## src/rtl/ring_hub.sv

```systemverilog
// Ring-side line-fill hub: round-robin arbitration over supercore ports,
// one backend line read per transaction, full line returned with a ready pulse.
module ring_hub #(
  parameter int unsigned NUM_SC     = 4,
  parameter int unsigned LINE_WORDS = 8,
  parameter int unsigned ADDR_W     = 64
) (
  input  logic                     clk,
  input  logic                     rst,
  input  logic [NUM_SC-1:0]        sc_req,
  input  logic [NUM_SC*ADDR_W-1:0] sc_addr,
  output logic [NUM_SC-1:0]        sc_ready,
  output logic [LINE_WORDS*64-1:0] sc_rdata,
  output logic                     mem_req,
  output logic [ADDR_W-1:0]        mem_addr,
  input  logic                     mem_gnt,
  input  logic                     mem_rvalid,
  input  logic [63:0]              mem_rdata,
  output logic                     busy,
  output logic [31:0]              lines_served
);

  localparam int unsigned IDX_W = (NUM_SC > 1) ? $clog2(NUM_SC) : 1;
  localparam int unsigned CNT_W = (LINE_WORDS > 1) ? $clog2(LINE_WORDS) : 1;
  localparam logic [CNT_W-1:0] LAST_BEAT = CNT_W'(LINE_WORDS - 1);

  typedef enum logic [1:0] {IDLE, ADDR, DATA, DELIVER} state_t;

  state_t              state, state_nxt;
  logic [IDX_W-1:0]    rr_ptr, grant;
  logic [IDX_W-1:0]    pick, cand;
  logic                found;
  logic [CNT_W-1:0]    beat_cnt;
  logic [NUM_SC-1:0]   rearm, elig;
  logic [ADDR_W-1:0]   line_addr, sel_addr;

  assign elig     = sc_req & rearm;
  assign sel_addr = sc_addr[pick*ADDR_W +: ADDR_W];

  // First eligible port at or after rr_ptr, wrapping upward.
  always_comb begin
    found = 1'b0;
    pick  = '0;
    cand  = '0;
    for (int unsigned off = 0; off < NUM_SC; off++) begin
      cand = IDX_W'((32'(rr_ptr) + off) % NUM_SC);
      if (!found && elig[cand]) begin
        found = 1'b1;
        pick  = cand;
      end
    end
  end

  always_ff @(posedge clk or negedge rst) begin
    if (!rst) state <= IDLE;
    else      state <= state_nxt;
  end

  always_comb begin
    state_nxt = state;
    case (state)
      IDLE:    if (found) state_nxt = ADDR;
      ADDR:    if (mem_gnt) state_nxt = DATA;
      DATA:    if (mem_rvalid && beat_cnt == LAST_BEAT) state_nxt = DELIVER;
      DELIVER: state_nxt = IDLE;
      default: state_nxt = IDLE;
    endcase
  end

  always_comb begin
    sc_ready = '0;
    mem_req  = (state == ADDR);
    mem_addr = (state == ADDR) ? line_addr : '0;
    busy     = (state != IDLE);
    if (state == DELIVER) sc_ready[grant] = 1'b1;
  end

  always_ff @(posedge clk or negedge rst) begin
    if (!rst) begin
      rr_ptr       <= '0;
      grant        <= '0;
      beat_cnt     <= '0;
      rearm        <= '1;
      line_addr    <= '0;
      sc_rdata     <= '0;
      lines_served <= '0;
    end else begin
      // Dropping req re-arms a port, even in the cycle it is being served.
      rearm <= ~sc_req | (rearm & ~sc_ready);
      case (state)
        IDLE: if (found) begin
          grant     <= pick;
          line_addr <= sel_addr & ~ADDR_W'(63);
          rr_ptr    <= IDX_W'((32'(pick) + 32'd1) % NUM_SC);
        end
        ADDR: if (mem_gnt) beat_cnt <= '0;
        DATA: if (mem_rvalid) begin
          sc_rdata[beat_cnt*64 +: 64] <= mem_rdata;
          beat_cnt                    <= beat_cnt + CNT_W'(1);
        end
        DELIVER: lines_served <= lines_served + 32'd1;
        default: ;
      endcase
    end
  end

endmodule

```

## config.mk

```make
export PLATFORM = sky130hd
export DESIGN_NAME = ring_hub
export DESIGN_NICKNAME = d
export VERILOG_FILES = /design/src/rtl/ring_hub.sv
export SDC_FILE = /design/constraint.sdc
export NUM_CORES = 1
export LEC_CHECK = 0
export CORE_AREA = 5 5 368 370
export DETAILED_ROUTE_END_ITERATION = 10
export DIE_AREA = 0 0 373 375
export HOLD_SLACK_MARGIN = 0.08
export PLACE_DENSITY = 0.41
export SETUP_SLACK_MARGIN = 0.15
export SKIP_CTS_REPAIR_TIMING = 1
export SLEW_MARGIN = 20
export SYNTH_ARGS = -nofsm -noshare
export SYNTH_HDL_FRONTEND = slang
export SYNTH_SLANG_ARGS = --single-unit
```

## constraint.sdc

```tcl
create_clock -name clk -period 5.6 [get_ports clk]
set_input_delay 0.84 -clock clk [delete_from_list [all_inputs] [get_ports clk]]
set_output_delay 0.84 -clock clk [all_outputs]
set_load 0.005 [all_outputs]
```

==> out/results.ini <==
[logic_synthesis]
ys.flop_type=dfrtp_1
yosys_warnings=0
synth_cell_type_count=46
synth_cells=2620
synth_area_leader_cell=dfrtp_1
synth-edff-count=0
syn_area_sq_mm=0.0257
avgSynthCellArea_sq_um=9.82
synth_seq_area_share_pct=59.8
synth.area.top_cells=dfrtp_1, nand2_1, o21ai_0
yosysTopAreaCellShare_pct=59.4
synthArstFlopShare_pct=100
ys_seq_elements=615

[power]
ir_drop_mv=0.378
seq_power_share_pct=35.3
netSwitchingFraction_pct=33.4
cellPowerDensity_mw_per_mm2=396
switchingPower_mw=5.22
power_frac_comb_pct=30.9
leakagePower_nw=16.1
clockPowerShare_pct=33.8
p_int_mw=10.4

[placement]
place_ws_ps=1710
hpwl_mm=91.0
gp_congestion=0.799
portBuffers=911

[critical_path]
worst_setup_path_end_kind=output port
crit_start=state[1]
worstSetupStartpointType=flop
path_class=flop to output port
critical_path_required_ps=4760
path_max_fanout=40
r2r-start=beat_cnt[0]
cp.arrival_ps=3060

[flow_run]
drv_cap=0

[timing]
worst_pin_slew_ps=1050
finalMaxSlewViolations=0
tns_ps=0
finalHoldViolations=0
fin_crit_sh_pct=69.6
grt_setup_unrepaired=false
max_freq_mhz=257
finalSetupViolations=0
max_slew_margin_pct=29.7
setup_slack_ps=1700
fin_skew_ps=24.9
period_minus_slack_ps=3900

[global_routing]
antenna_found_initial=10
grt_pass1_wl_mm=178
gr-total-overflow=0
grt_max_degree=98
grt_util_all_layers_pct=17.4
grt_pass1_vias=23200

[floorplan]
die_width_um=373
die_h_um=375
core.rowCount=134
start_util_pct=19.5
io_pins=942
dieArea_sq_mm=0.140
fp.coreArea_sq_mm=0.132

[clocking]
cts_sinks=615
cts_tree=built
numCtsBuffers=80
cts_htree_levels=3
root_buffer=clkbuf_16
cts_buffer_depth=3
clk_pin_slew_ps=60
clkLatencyLatePin_ps=690

[route]
vias=22200
postRouteAntennaNets=0
viasPerCell=4.18
first_pass_iters=5
totalWireLength_mm=125
wl_per_cell_um=23.6
drc=0
drt_iter0_drc=1209

[finish]
final_layout_size_suffix_gt1_share_pct=7.33
synthToLayoutAreaGrowth_pct=53.3
fin_nets=3812

[min_path]
hold_class=primary input to async pin

[status]
status=finished, final reports clean

-- state kept, by name, indices dropped and copies added (netlist names) --
name and cells:
grant 2, lines_served 32, beat_cnt 3, rr_ptr 2
sc_rdata 512, state 2, rearm 4, line_addr 58
-- placed cells by master, fill, tap and decap left out, types with 3 or more instances in the layout --
cell / instances
diode_2: 7
o21ai_0: 516
xnor2_1: 23
and2_1: 62
and3_1: 9
dfstp_2: 4
clkbuf_16: 80
buf_4: 44
a21o_1: 58
inv_1: 9
a22o_1: 3
clkbuf_1: 22
clkinv_16: 3
ha_1: 10
mux2_1: 6
o211ai_1: 58
clkinvlp_4: 4
conb_1: 6
mux2_2: 61
clkbuf_8: 18
nand4_1: 18
and4_1: 4
clkinv_2: 7
clkdlybuf4s50_1: 910
buf_12: 6
nor2_1: 10
bufinv_16: 4
inv_6: 4
nand2_1: 790
nand3_1: 67
xor2_1: 9
dfrtp_1: 611
mux2i_1: 58
-- kinds of logic after synthesis --
| kind of cell | share of synthesized area, % |
|---|---|
| fa+ha+maj | 0.535 |
| flops | 59.8 |
| buf+inv | 3.54 |
| xor+xnor | 1.09 |
| mux | 5.19 |
| simple gates | 16.0 |
| compound gates | 13.8 |
| other cells | 0.0146 |
-- cell type report --
cell class	instances	area (sq um)
Antenna cell	7	17.5
Clock inverter	24	339
Timing Repair Buffer	963	9610
Clock buffer	120	2330
Sequential cell	615	15400
Fill cell	13900	92800
Inverter	9	33.8
Tap cell	1768	2210
Multi-Input combinational cell	1804	9530
-- layer usage --
layer  vias to the layer above  wire length (um)  global-route usage [%]
li1                      10600                 -                       -
met1                     10800             51800                    20.9
met2                       709             60600                    29.5
met3                       157              8770                    5.21
met4                         4              3990                    6.05
met5                         -                26                       0
-- per-stage QoR --
step | power (mW) | util, % | hold slack, ps | cells | instance area, sq um
finish | 15.6 | 29.8 | 161 | 5310 | 39500
floorplan | 7.78 | - | 459 | 2625 | 25800
global route | 16.5 | 29.8 | 246 | 5305 | 39500
CTS | 16.0 | 29.8 | 178 | 5301 | 39400
global placement | 10.5 | 27.8 | 461 | 5157 | 36700
detailed placement | 10.6 | 27.8 | 469 | 5157 | 36700
-- power groups by stage --
stage / clock network [mW] / logic [mW] / registers (mW)
2_1_floorplan: 0 / 2.20 / 5.57
3_3_place_gp: 0 / 4.96 / 5.58
3_5_place_dp: 0 / 4.97 / 5.60
4_1_cts: 5.48 / 4.98 / 5.53
5_1_grt: 5.64 / 5.28 / 5.61
6_report: 5.28 / 4.83 / 5.52
-- worst max-delay path: stages, from the launching register on --
cell and delay (ps):
dfrtp_1 400, inv_1 90, ha_2 730, buf_4 400
and2_1 170, clkdlybuf4s50_1 580
-- final timing paths --
check	endpoint	slack [ps]	cells past startpoint
worst max register to register	sc_rdata[326]	2270	8
worst max-delay path	mem_addr[13]	1700	5
min in group clk	sc_rdata[316]	470	2
max in group asynchronous	sc_rdata[77]	4020	3
worst min register to register	sc_rdata[316]	470	2
worst min-delay path	sc_rdata[240]	160	1
-- cell usage after synthesis (2+ instances only) --
master,number
nand2_1,792
dfrtp_1,611
o21ai_0,516
clkbuf_1,129
nand3_1,69
and2_1,63
mux2_2,61
a21o_1,58
mux2i_1,58
o211ai_1,58
buf_2,45
xnor2_1,23
nand4_1,18
buf_4,14
ha_1,11
nor2_1,11
and3_1,9
inv_1,9
xor2_1,9
mux2_1,6
buf_1,5
and4_1,4
buf_6,4
dfstp_2,4
a22o_1,3
nor2b_1,3
nor3_1,3
and3b_1,2
nand2b_1,2
nand3b_1,2
nor3b_1,2
o21a_1,2
(Power assumes the default switching activity.)
